### config.mk
export PLATFORM = sky130hd
export DESIGN_NAME = path_check
export DESIGN_NICKNAME = d
export VERILOG_FILES = /design/src/rtl/path_check.sv
export SDC_FILE = /design/constraint.sdc
export NUM_CORES = 1
export LEC_CHECK = 0
export BUFFER_PORTS_ARGS = -buffer_cell sky130_fd_sc_hd__buf_2
export CAP_MARGIN = 20
export CORE_AREA = 2 2 140 210
export CTS_CLUSTER_SIZE = 8
export DETAILED_ROUTE_END_ITERATION = 10
export DIE_AREA = 0 0 142 212
export PLACE_DENSITY = 0.8
export SLEW_MARGIN = 20
export SYNTH_ARGS = -nofsm -noshare
export SYNTH_HDL_FRONTEND = slang
export SYNTH_SLANG_ARGS = --single-unit
export TNS_END_PERCENT = 5
### constraint.sdc
create_clock -name clk -period 24.9 [get_ports clk]
set_input_delay 2.49 -clock clk [delete_from_list [all_inputs] [get_ports clk]]
set_output_delay 2.49 -clock clk [all_outputs]
set_load 0.03 [all_outputs]
### src/rtl/path_check.sv
// path_check: tracks a maze walk supplied as a burst of direction beats.
// Each path starts at (START_X, START_Y) and is checked for out-of-bounds
// moves and revisited cells. At the end it is checked for arrival at
// (MAZE_SIZE, MAZE_SIZE). Results are presented with a one-cycle strobe.
//
// Ports:
//   clk       - clock, rising edge
//   rst       - asynchronous active-high reset
//   in_valid  - direction beat qualifier, one contiguous burst per path
//   in        - direction: 0 right (x+1), 1 down (y+1), 2 left (x-1), 3 up (y-1)
//   out_valid - one-cycle result strobe
//   steps     - accepted beats, saturating at 511
//   turns     - beats whose code differs from the previous beat, saturating at 255
//   pos_x/y   - final tracked position
//   err       - 0 ok, 1 out-of-bounds, 2 revisit, 3 ended off target (sticky)
module path_check #(
  parameter int unsigned MAZE_SIZE = 17,
  parameter int unsigned START_X   = 1,
  parameter int unsigned START_Y   = 1
) (
  input  logic       clk,
  input  logic       rst,
  input  logic       in_valid,
  input  logic [1:0] in,
  output logic       out_valid,
  output logic [8:0] steps,
  output logic [7:0] turns,
  output logic [4:0] pos_x,
  output logic [4:0] pos_y,
  output logic [1:0] err
);

  localparam int unsigned Cells    = MAZE_SIZE * MAZE_SIZE;
  localparam int unsigned IdxW     = $clog2(Cells);
  localparam int unsigned StartIdx = (START_Y - 1) * MAZE_SIZE + (START_X - 1);
  localparam logic [Cells-1:0] StartMask = {{(Cells - 1){1'b0}}, 1'b1} << StartIdx;

  typedef enum logic [2:0] {
    StIdle   = 3'b001,
    StTrack  = 3'b010,
    StReport = 3'b100
  } state_e;

  state_e           r_state, w_state_next;
  logic             r_out_valid, w_out_valid_next;
  logic [8:0]       r_steps, w_steps_next;
  logic [7:0]       r_turns, w_turns_next;
  logic [4:0]       r_x, r_y, w_x_next, w_y_next;
  logic [1:0]       r_err, w_err_next;
  logic [1:0]       r_prev, w_prev_next;
  logic [Cells-1:0] r_visited, w_visited_next;

  // Beat evaluation; a path's first beat is applied on top of freshly loaded start values.
  logic             w_first;
  logic [4:0]       w_base_x, w_base_y;
  logic [8:0]       w_base_steps;
  logic [7:0]       w_base_turns;
  logic [1:0]       w_base_err;
  logic [Cells-1:0] w_base_visited;
  logic [5:0]       w_cand_x, w_cand_y;
  logic             w_in_bounds;
  logic [IdxW-1:0]  w_cell_idx;
  logic [4:0]       w_beat_x, w_beat_y;
  logic [8:0]       w_beat_steps;
  logic [7:0]       w_beat_turns;
  logic [1:0]       w_beat_err;
  logic [Cells-1:0] w_beat_visited;

  always_comb begin
    w_first        = (r_state == StIdle);
    w_base_x       = w_first ? 5'(START_X) : r_x;
    w_base_y       = w_first ? 5'(START_Y) : r_y;
    w_base_steps   = w_first ? 9'd0 : r_steps;
    w_base_turns   = w_first ? 8'd0 : r_turns;
    w_base_err     = w_first ? 2'd0 : r_err;
    w_base_visited = w_first ? StartMask : r_visited;

    // 6-bit candidate so that 0 and MAZE_SIZE+1 are both visible as out of range
    w_cand_x = {1'b0, w_base_x};
    w_cand_y = {1'b0, w_base_y};
    unique case (in)
      2'd0: w_cand_x = w_cand_x + 6'd1;
      2'd1: w_cand_y = w_cand_y + 6'd1;
      2'd2: w_cand_x = w_cand_x - 6'd1;
      2'd3: w_cand_y = w_cand_y - 6'd1;
      default: ;
    endcase

    w_in_bounds = (w_cand_x >= 6'd1) && (w_cand_x <= 6'(MAZE_SIZE)) &&
                  (w_cand_y >= 6'd1) && (w_cand_y <= 6'(MAZE_SIZE));
    w_cell_idx  = '0;
    if (w_in_bounds) begin
      w_cell_idx = IdxW'((32'(w_cand_y) - 32'd1) * MAZE_SIZE + 32'(w_cand_x) - 32'd1);
    end

    w_beat_x       = w_base_x;
    w_beat_y       = w_base_y;
    w_beat_err     = w_base_err;
    w_beat_visited = w_base_visited;
    if (!w_in_bounds) begin
      if (w_base_err == 2'd0) w_beat_err = 2'd1;
    end else begin
      w_beat_x = w_cand_x[4:0];
      w_beat_y = w_cand_y[4:0];
      if (w_base_visited[w_cell_idx]) begin
        if (w_base_err == 2'd0) w_beat_err = 2'd2;
      end else begin
        w_beat_visited[w_cell_idx] = 1'b1;
      end
    end

    w_beat_steps = (w_base_steps == 9'd511) ? w_base_steps : w_base_steps + 9'd1;
    w_beat_turns = w_base_turns;
    if (!w_first && (in != r_prev) && (w_base_turns != 8'd255)) begin
      w_beat_turns = w_base_turns + 8'd1;
    end
  end

  always_comb begin
    w_state_next     = r_state;
    w_out_valid_next = 1'b0;
    w_steps_next     = r_steps;
    w_turns_next     = r_turns;
    w_x_next         = r_x;
    w_y_next         = r_y;
    w_err_next       = r_err;
    w_prev_next      = r_prev;
    w_visited_next   = r_visited;
    unique case (r_state)
      StIdle, StTrack: begin
        if (in_valid) begin
          w_state_next   = StTrack;
          w_steps_next   = w_beat_steps;
          w_turns_next   = w_beat_turns;
          w_x_next       = w_beat_x;
          w_y_next       = w_beat_y;
          w_err_next     = w_beat_err;
          w_prev_next    = in;
          w_visited_next = w_beat_visited;
        end else if (r_state == StTrack) begin
          w_state_next     = StReport;
          w_out_valid_next = 1'b1;
          if ((r_err == 2'd0) && ((r_x != 5'(MAZE_SIZE)) || (r_y != 5'(MAZE_SIZE)))) begin
            w_err_next = 2'd3;
          end
        end
      end
      StReport: w_state_next = StIdle;
      default:  w_state_next = StIdle;
    endcase
  end

  always_ff @(posedge clk or posedge rst) begin
    if (rst) begin
      r_state     <= StIdle;
      r_out_valid <= 1'b0;
      r_steps     <= '0;
      r_turns     <= '0;
      r_x         <= '0;
      r_y         <= '0;
      r_err       <= '0;
      r_prev      <= '0;
      r_visited   <= '0;
    end else begin
      r_state     <= w_state_next;
      r_out_valid <= w_out_valid_next;
      r_steps     <= w_steps_next;
      r_turns     <= w_turns_next;
      r_x         <= w_x_next;
      r_y         <= w_y_next;
      r_err       <= w_err_next;
      r_prev      <= w_prev_next;
      r_visited   <= w_visited_next;
    end
  end

  assign out_valid = r_out_valid;
  assign steps     = r_steps;
  assign turns     = r_turns;
  assign pos_x     = r_x;
  assign pos_y     = r_y;
  assign err       = r_err;

endmodule

### Yosys cells after proc, flatten, opt, wreduce, memory -nomap -nowiden

Index checks and enable logic that the tools add are counted.

| storage, ports and cells | value |
|---|---|
| flip-flop bits (word level) | 324 |
| output and inout port bits | 30 |
| bits of input ports | 5 |
| logic and storage cells | 86 |

| cells by class | value |
|---|---|
| muxes and demuxes | 32 |
| add/subtract/negate cells | 9 |
| multipliers | 1 |
| bitwise logic cells | 1 |
| eq/ne operators | 11 |
| reductions and logical operators | 17 |
| magnitude comparators | 6 |

Operators with widths:

| kind | number |
|---|---|
| $mux 289 | 3 |
| $or 289x289->289 | 1 |
| $mux 9 | 3 |
| $pmux 6 s2 | 2 |
| $mux 5 | 4 |
| $mux 2 | 8 |
| $mux 8 | 2 |
| $add 5x1->6 const B | 2 |
| $ge 6x1->1 const B | 2 |
| $le 6x5->1 const B | 2 |
| $sub 5x1->6 const B | 2 |
| $lt 9x10->1 const B | 1 |
| $ne 5x5->1 const B | 2 |
| $add 9x1->9 const B | 1 |
| $add 9x7->9 | 1 |
| $bmux 1 s9 | 1 |
| $demux 1 s9 | 1 |
| $eq 9x9->1 const B | 1 |
| $ge 9x1->1 const B | 1 |
| $mul 7x6->9 const B | 1 |
| $mux 3 | 3 |
| $sub 9x2->9 const B | 1 |
| $add 8x1->8 const B | 1 |
| $ne 8x8->1 const B | 1 |
| other kinds (16) | 30 |

### Logic depth before layout (Yosys ltp)

Gate-level depths: netlist (run 1).

| depth | value |
|---|---|
| word-level depth | 16 |
| mapped depth | 36 |
| depth with buffers taken out | 30 |

### Worst setup path before layout (run 1)

No wires, ideal clock.

| timing | value |
|---|---|
| path type | input port to flip-flop |
| from | input port in[0] |
| to | register r_visited[97] |
| setup time | 0.093 ns |
| stages | 27 |
| path buffers | 8 |
| data arrival time | 8.946 ns |
| data required time | 24.807 ns |
| setup slack | 15.861 ns |
| cells stage by stage | clkbuf_1 > clkbuf_1 > clkbuf_1 > clkbuf_1 > nor2b_1 > fa_1 > xor2_1 > mux2_2 > ha_1 > fa_1 > inv_1 > ha_1 > fa_1 > clkbuf_1 > clkbuf_1 > mux4_2 > nand2_1 > o21ai_0 > a21oi_1 > o21ai_0 > a41oi_1 > o2bb2ai_2 > and4_1 > buf_6 > nand4_2 > buf_4 > o31ai_2 |

| on the way | value |
|---|---|
| cells in the longest elaborated chain, start to end | 14 |
| elaborated cells on any way between the ends | 28 |
| classes of those cells | add/sub: 3; mul: 1; order compare: 6; eq/ne: 3; mux: 9; bitwise: 1; reduce/logical: 5 |

Ends and longest elaborated chain:

| element | line | RTL |
|---|---|---|
| start: declaration | 24 | `input logic [1:0] in,` |
| $eq 2x2->1, or another cell as far along | 81 | `unique case (in)` |
| $pmux 6 s2 | 81 |  |
| $sub 6x1->7, or another cell as far along | 93 | `w_cell_idx = IdxW'((32'(w_cand_y) - 32'd1) * MAZE_SIZE + 32'(w_cand_x) - 32'd1);` |
| $mul 7x6->9 / $logic_and 1x1->1 (equally long branches) | 93, 89 |  |
| $add 9x7->9 / $logic_and 1x1->1 (equally long branches) | 93, 89 |  |
| $sub 9x2->9 / $logic_and 1x1->1 (equally long branches) | 93, 90 |  |
| $mux 9 | 92 | `if (w_in_bounds) begin` |
| $lt 9x10->1 (implied by the code) / $ge 9x1->1 (equally long branches) | 108 | `w_beat_visited[w_cell_idx] = 1'b1;` |
| $logic_and 1x1->1 (implied by the code) | 108 |  |
| $mux 1 (implied by the code) | 108 |  |
| $demux 1 s9 | 108 |  |
| $or 289x289->289 (no source line) | n/a |  |
| $mux 289 | 105 | `if (w_base_visited[w_cell_idx]) begin` |
| $mux 289 * | 100 | `if (!w_in_bounds) begin` |
| end signal: assignment | 173 | `r_visited <= w_visited_next;` |
| end: declaration | 51 | `logic [Cells-1:0] r_visited, w_visited_next;` |

Every way passes the cells marked *; elsewhere a longest branch is shown, timed or not. The select of a mux whose other input is x is not followed.
A chain may end at the register's enable or synchronous reset.

### Final worst setup path (run 1)

| timing | value |
|---|---|
| from | input port in[0] |
| to | register r_visited[85] |

Same word-level chain as after synthesis.

==> flow_summary.ini, run 1 <==
[worst_setup_path]
regToRegEndpoint = r_visited[85]$_DFFE_PP0P_
critPathArrivalTime_ns = 10.60
rr_worst_depth = 25
path_class = in -> reg
reg2reg_from = r_state[0]$_DFFE_PP1P_
crit_required_ns = 25.30
r2r_slack_ns = 16.01
worstSetupStartpointType = input port
critPathCaptureType = register
cp_max_fo = 49

[placed_design]
dp.cells = 2105
io_buffers = 34
globalplace.congestion = 0.990
dp_hpwl_mm = 32.8

[synthesis]
yosysSeqAreaShare_pct = 48.7
ys.flop_type = dfrtp_1
yosysWarnings = 0
synth.distinct_cells = 85
ys_async_sr_fraction_pct = 100
postSynthAreaPerCell_sq_um = 9.17
synth_cells = 1817
synth_top_cell_by_area = dfrtp_1
synth.net_count = 1862
synth.top_cells.by_area = dfrtp_1 (49%), nand2_1 (10%), o21ai_0 (7.8%)
synth_seq_cells = 324
synth_area_sq_mm = 0.0167
synth_top_area_share_pct = 48.5
synth-edff-count = 0

[routing]
via_per_inst = 6.71
via_count = 14500
wirelength_mm = 51.4
dr.pass1.iters = 7
ant_nets = 0
drc = 0
met2WireLength_mm = 24.8
dr.max_layer_used = met4
drt_iter0_drc = 1649
wl_met3_mm = 4.35
routedWlPerCell_microns = 23.7
wl_met1_mm = 18.4

[global_route]
antenna_found_initial = 0
grt_first_pass_wirelength_mm = 80.3
grt_max_degree = 161
track_usage_pct = 34.8
grt_pass1_vias = 14400
grt_overflow = 0

[cells_and_area]
fill_cells = 2241
diodes = 0
area_growth_pct = 10.0
final_common_cell = nand2_1
layout_common_cells = nand2_1 (443), dfrtp_1 (323), o21ai_0 (260), o21ai_1 (81), nor2_1 (59)
final_nets = 1848
fin_cells = 2165
drive_above_1_share_pct = 9.37

[timing]
clock_skew_ns = 0.0291
fin_crit_ns = 10.20
max_slew_margin_pct = 20.5
setup-tns-final_ns = 0
report.final.slew_viol_count = 0
worst_pin_slew_ns = 1.18
setup_violations = 0
grt_setup_unrepaired = false
max_freq_ghz = 0.0981
period_share_pct = 41.0
hold_viol = 0

[floorplan]
std_cell_rows = 76
num_io_pins = 35
core_area_sq_mm = 0.0284
start_util_pct = 58.6
die_area_sq_mm = 0.0301
dieWidth_microns = 142
die_h_microns = 212

[clock_tree]
cts_root_buffer = clkbuf_16
hold_buffers = 0
cts_resized = 0
path_clk_slew_ns = 0.05
cts_made_buffers = 46
cts_tree = done
cts.path.max_buffers = 3
clock_sinks = 324
post_cts_buffers = 0
clk_latency_ns = 0.56
htree_num_levels = 2

[min_path]
min_path_cells = 2
worstHoldStart = r_visited[209]$_DFFE_PP0P_
min_path_type = reg -> reg
min_to = r_visited[209]$_DFFE_PP0P_

[job]
maxCapViolCount = 0

[run_status]
status = complete, no violations
==> worst max-delay path by stage <==
stage / startpoint / to / slack [ns] / depth (start not counted)
after floorplan: rst / err[0]$_DFFE_PP0P_ / 13.44 / 1
after CTS: in[0] / r_visited[61]$_DFFE_PP0P_ / 14.79 / 24
after detailed placement: in[0] / r_visited[61]$_DFFE_PP0P_ / 14.28 / 23
after global routing: in[0] / r_visited[85]$_DFFE_PP0P_ / 14.11 / 24
after global placement: in[0] / r_visited[61]$_DFFE_PP0P_ / 14.06 / 25
final: in[0] / r_visited[85]$_DFFE_PP0P_ / 14.70 / 24
==> sequential cells by signal (all words and copies together) (netlist names) <==
name,flops
r_state,3
turns,8
pos_y,5
r_prev,2
out_valid,1
r_visited,289
pos_x,5
err,2
steps,9
==> through the flow <==
stage               cell area (sq um)  util, %  worst slack [ns]  hold WS [ns]
floorplan                       16700        -             13.44         0.442
global placement                17000     59.8             14.06         0.456
detailed placement              17000     59.9             14.28         0.466
CTS                             18300     64.3             14.79         0.477
global route                    18300     64.4             14.11         0.493
finish                          18300     64.4             14.70         0.474
==> Yosys cell counts (19+ instances only) <==
cell type	n
xnor2_1	19
nand2_1	444
ha_1	30
o221ai_1	21
nand3_1	24
clkbuf_1	89
xor2_1	19
mux2i_1	54
dfrtp_1	323
nor2_1	60
o21ai_1	81
inv_1	47
a21oi_1	51
o21ai_0	260
==> logic make-up after synthesis <==
kind of cell,synth area share (%)
DFF,48.7
adders and majority gates,3.46
muxes,6.15
buffers and inverters,4.33
xor gates and xnor gates,2.00
and+or+nand+nor,16.3
AOI/OAI and AO/OA,19.1
==> metal layers <==
layer | vias to the layer above | GRT usage, %
li1 | 6330 | -
met1 | 7077 | 41.9
met2 | 880 | 57.3
met3 | 250 | 6.33
met4 | 0 | 22.7
met5 | - | 0
==> critical path: stages <==
cell	delay [ns]
buf_2	0.50
and2_1	0.33
ha_1	0.33
nand3_1	0.18
a21oi_2	0.06
o311ai_0	0.54
nand2_1	0.22
xnor2_1	0.36
ha_1	0.30
inv_1	0.12
fa_1	0.48
fa_2	0.57
buf_4	0.46
nor2_1	0.37
a32o_1	0.36
a31oi_1	0.15
o21ai_0	0.10
a21oi_1	0.23
a31oi_1	0.06
a2111o_1	0.39
o2bb2ai_2	0.19
and4_1	0.42
nand4_4	0.79
o21ai_0	0.53
==> area by class of cell <==
type	instances	area [sq um]	area share, %
inverter	49	196	1.07
multi-input combinational	1320	7920	43.2
timing repair buffer	62	404	2.21
clock buffer	57	1210	6.62
tap	351	439	2.40
sequential	324	8110	44.3
clock inverter	2	38.8	0.212
Power of run 1 is left out: the tool's default activity adds up to more than one toggle a clock period on the data nets, which glitch-free logic cannot reach.
==> run 2: changes to the inputs <==
CORE_AREA = 2 2 143 215   (was 2 2 140 210)
DIE_AREA = 0 0 145 217   (was 0 0 142 212)
clock period = 9.2 ns   (was 24.9 ns; I/O delays follow)
==> flow_summary.ini, run 2 (same netlist as run 1, synthesis figures left out) <==
[timing]
max_slew_margin_pct = 18.2
period_share_pct = 93.7
hold_viol = 0
fin_crit_ns = 8.62
clock_skew_ns = 0.0198
max_freq_ghz = 0.116
report.final.slew_viol_count = 0
setup_violations = 0
setup-tns-final_ns = 0
grt_setup_unrepaired = false
worst_pin_slew_ns = 1.22

[placed_design]
globalplace.congestion = 1.00
placed_area_sq_mm = 0.0172
dp_hpwl_mm = 36.2
io_buffers = 34

[cells_and_area]
diodes = 0
top_register = r_visited
drive_above_1_share_pct = 10.1
final_common_cell = nand2_1
area_growth_pct = 11.3
final_cell_area_sq_mm = 0.0185
largest_reg_flops = 289
final_nets = 1862
layout_common_cells = nand2_1 (443), dfrtp_1 (323), o21ai_0 (260), o21ai_1 (81), nor2_1 (60)
fill_cells = 2370

[routing]
ant_nets = 0
dr.pass1.iters = 6
drc = 0
via_per_inst = 6.53
drt_iter0_drc = 1710
routedWlPerCell_microns = 24.3
wirelength_mm = 54.2
via_count = 14600

[clock_tree]
cts_tree = done
cts_made_buffers = 46
path_clk_slew_ns = 0.05
post_cts_buffers = 0
clk_latency_ns = 0.55
htree_num_levels = 2
cts_root_buffer = clkbuf_16
hold_buffers = 0
cts_resized = 0
clock_sinks = 324
cts.path.max_buffers = 3

[global_route]
grt_overflow = 0
grt_max_degree = 195
track_usage_pct = 34.6
grt_pass1_vias = 14600
grt_first_pass_wirelength_mm = 84.3
antenna_found_initial = 0

[worst_setup_path]
cp_max_fo = 49
regToRegEndpoint = r_visited[75]$_DFFE_PP0P_
path_class = reg -> reg
reg2reg_from = r_state[0]$_DFFE_PP1P_
r2r_slack_ns = 0.58
critPathCaptureType = register
crit_required_ns = 9.61
rr_worst_depth = 23
critPathArrivalTime_ns = 9.03
worstSetupStartpointType = register

[job]
maxCapViolCount = 0

[floorplan]
num_io_pins = 35
core_area_sq_mm = 0.0298
start_util_pct = 56.0
std_cell_rows = 78
dieWidth_microns = 145
die_h_microns = 217
die_area_sq_mm = 0.0315

[run_status]
status = complete, no violations

[min_path]
min_path_type = in -> async
-- run 2: changes by cell type in the layout (fill, tap and decap cells not counted), sizes merged --
cell | previous run | this run
clkbuf | 57 | 59
bufinv | 1 | 0
buf | 62 | 76
clkinvlp | 0 | 1
inv | 47 | 46
-- run 2: final cells by class --
cell class / count / area [sq um] / area share [%]
clock buffer: 59 / 1260 / 6.82
clock inverter: 1 / 5.00 / 0.0270
inverter: 49 / 188 / 1.01
multi-input combinational: 1320 / 7900 / 42.6
sequential: 324 / 8110 / 43.7
tap: 400 / 500 / 2.70
timing repair buffer: 76 / 568 / 3.06
-- run 2: per-layer routing --
metal	up-vias	part of all wire, %	GRT usage (%)
met5	-	0	0
met4	0	9.0	26.9
met2	855	47	55.8
met1	7091	36	41.1
met3	264	8.0	6.33
li1	6348	-	-
-- run 2: critical path, stage by stage, from the launching register on --
cell	delay [ns]
dfstp_2	0.56
or3b_1	0.52
and2_1	0.23
ha_1	0.36
nand3_1	0.19
a21oi_2	0.06
o311ai_0	0.52
nand2_1	0.21
xnor2_1	0.34
ha_1	0.29
inv_1	0.12
fa_1	0.49
fa_2	1.05
nor2_1	0.38
a32o_1	0.39
a31oi_1	0.16
o21ai_0	0.10
a21oi_1	0.21
a31oi_1	0.08
a2111o_1	0.38
o2bb2ai_2	0.17
and4_1	0.42
nand4_4	0.72
o21ai_0	0.51
-- run 2: through the flow --
step / utilization [%] / hold slack [ns] / std cells / setup WS, ns
2_1_floorplan: - / 0.442 / 1817 / 1.73
3_3_place_gp: 57.9 / 0.455 / 2168 / 0.799
3_5_place_dp: 57.9 / 0.466 / 2168 / 0.697
4_1_cts: 62.2 / 0.333 / 2228 / 0.706
5_1_grt: 62.3 / 0.345 / 2229 / 0.107
6_report: 62.3 / 0.334 / 2229 / 0.579
-- run 2: how the worst max path moves through the flow --
stage | start | end | slack, ns
finish | r_state[0]$_DFFE_PP1P_ | r_visited[75]$_DFFE_PP0P_ | 0.58
floorplan | in[0] | r_visited[97]$_DFFE_PP0P_ | 1.73
global route | r_state[0]$_DFFE_PP1P_ | r_visited[75]$_DFFE_PP0P_ | 0.11
CTS | r_state[0]$_DFFE_PP1P_ | r_visited[75]$_DFFE_PP0P_ | 0.71
detailed placement | in[1] | r_visited[95]$_DFFE_PP0P_ | 0.70
global placement | in[1] | r_visited[127]$_DFFE_PP0P_ | 0.80
Power of run 2 is left out for the same reason.
==> run 3: changes to the inputs <==
PLACE_DENSITY = 0.74   (was 0.8)
==> flow_summary.ini, run 3 (same netlist as run 1, synthesis figures left out) <==
[timing]
worst_pin_slew_ns = 1.16
fin_crit_ns = 8.59
clock_skew_ns = 0.0278
period_share_pct = 93.4
max_slew_margin_pct = 22.8
report.final.slew_viol_count = 0
setup-tns-final_ns = 0
max_freq_ghz = 0.116
grt_setup_unrepaired = false
setup_violations = 0
hold_viol = 0

[routing]
drt_iter0_drc = 1799
drc = 0
via_count = 14400
via_per_inst = 6.46
ant_nets = 0
wirelength_mm = 53.5
routedWlPerCell_microns = 24.0
dr.pass1.iters = 7

[cells_and_area]
diodes = 0
final_common_cell = nand2_1
drive_above_1_share_pct = 10.2
area_growth_pct = 11.0
final_nets = 1866
top_register = r_visited
fill_cells = 2462
layout_common_cells = nand2_1 (443), dfrtp_1 (323), o21ai_0 (260), o21ai_1 (81), nor2_1 (60)
largest_reg_flops = 289

[min_path]
min_to = r_visited[156]$_DFFE_PP0P_
min_path_type = reg -> reg
worstHoldStart = r_visited[156]$_DFFE_PP0P_
min_path_cells = 2

[worst_setup_path]
rr_worst_depth = 23
critPathArrivalTime_ns = 9.01
critPathCaptureType = register
worstSetupStartpointType = register
cp_max_fo = 49
reg2reg_from = r_state[0]$_DFFE_PP1P_
crit_required_ns = 9.62
regToRegEndpoint = r_visited[95]$_DFFE_PP0P_
r2r_slack_ns = 0.61
path_class = reg -> reg

[run_status]
status = complete, no violations

[floorplan]
dieWidth_microns = 145
std_cell_rows = 78
start_util_pct = 56.0
die_area_sq_mm = 0.0315
num_io_pins = 35
core_area_sq_mm = 0.0298
die_h_microns = 217

[clock_tree]
cts_root_buffer = clkbuf_16
hold_buffers = 0
clock_sinks = 324
cts.path.max_buffers = 3
clk_latency_ns = 0.55
cts_tree = done
post_cts_buffers = 0
htree_num_levels = 2
path_clk_slew_ns = 0.05
cts_made_buffers = 46
cts_resized = 0

[global_route]
grt_max_degree = 172
grt_overflow = 0
track_usage_pct = 34.4
grt_first_pass_wirelength_mm = 83.5
grt_pass1_vias = 14300
antenna_found_initial = 0

[placed_design]
globalplace.congestion = 1.02
dp_hpwl_mm = 35.7
io_buffers = 34

[job]
maxCapViolCount = 0
[run 3: worst max path at each step]
| stage | from | endpoint | slack [ns] |
|---|---|---|---|
| CTS | r_state[0]$_DFFE_PP1P_ | r_visited[95]$_DFFE_PP0P_ | 0.66 |
| finish | r_state[0]$_DFFE_PP1P_ | r_visited[95]$_DFFE_PP0P_ | 0.61 |
| global placement | in[1] | r_visited[118]$_DFFE_PP0P_ | 0.82 |
| detailed placement | in[1] | r_visited[114]$_DFFE_PP0P_ | 0.60 |
| global route | r_state[0]$_DFFE_PP1P_ | r_visited[95]$_DFFE_PP0P_ | 0.1 |
| floorplan | in[0] | r_visited[97]$_DFFE_PP0P_ | 1.73 |
[run 3: layout make-up]
type | count | area, sq um | share of cell area (%)
tap | 400 | 500 | 2.71
clock buffer | 57 | 1210 | 6.56
sequential | 324 | 8110 | 43.8
multi-input combinational | 1320 | 7910 | 42.7
clock inverter | 2 | 13.8 | 0.0744
inverter | 49 | 188 | 1.01
timing repair buffer | 80 | 566 | 3.06
[run 3: stage by stage]
step	cell area (sq um)	setup slack (ns)	cells	hold WS, ns	util, %
floorplan	16700	1.73	1817	0.442	-
CTS	18500	0.658	2232	0.473	62.1
finish	18500	0.607	2232	0.472	62.1
global route	18500	0.0983	2232	0.496	62.1
detailed placement	17300	0.599	2173	0.463	58.0
global placement	17300	0.818	2173	0.458	58.0
[run 3: layer usage]
metal,wire (microns),vias up,track usage [%]
met4,3780,0,22.2
met1,19800,7103,41.4
met5,0,-,0
li1,-,6370,-
met2,26000,745,57.0
met3,3960,208,6.39
[run 3: worst max-delay path, stage by stage, from the launching register on]
cell and delay [ns]:
dfstp_2 0.55, or3b_1 0.54, and2_1 0.24, ha_1 0.34, nand3_1 0.12, nor2_1 0.07
o311ai_0 0.57, nand2_1 0.19, xnor2_1 0.34, ha_1 0.29, inv_1 0.13, fa_1 0.49
fa_2 1.05, nor2_1 0.30, a32o_1 0.34, a31oi_1 0.22, o21ai_0 0.17, a21oi_1 0.19
a31oi_1 0.07, a2111o_1 0.41, o2bb2ai_2 0.19, and4_1 0.43, nand4_4 0.70, o21ai_0 0.47
Power of run 3 is left out for the same reason.
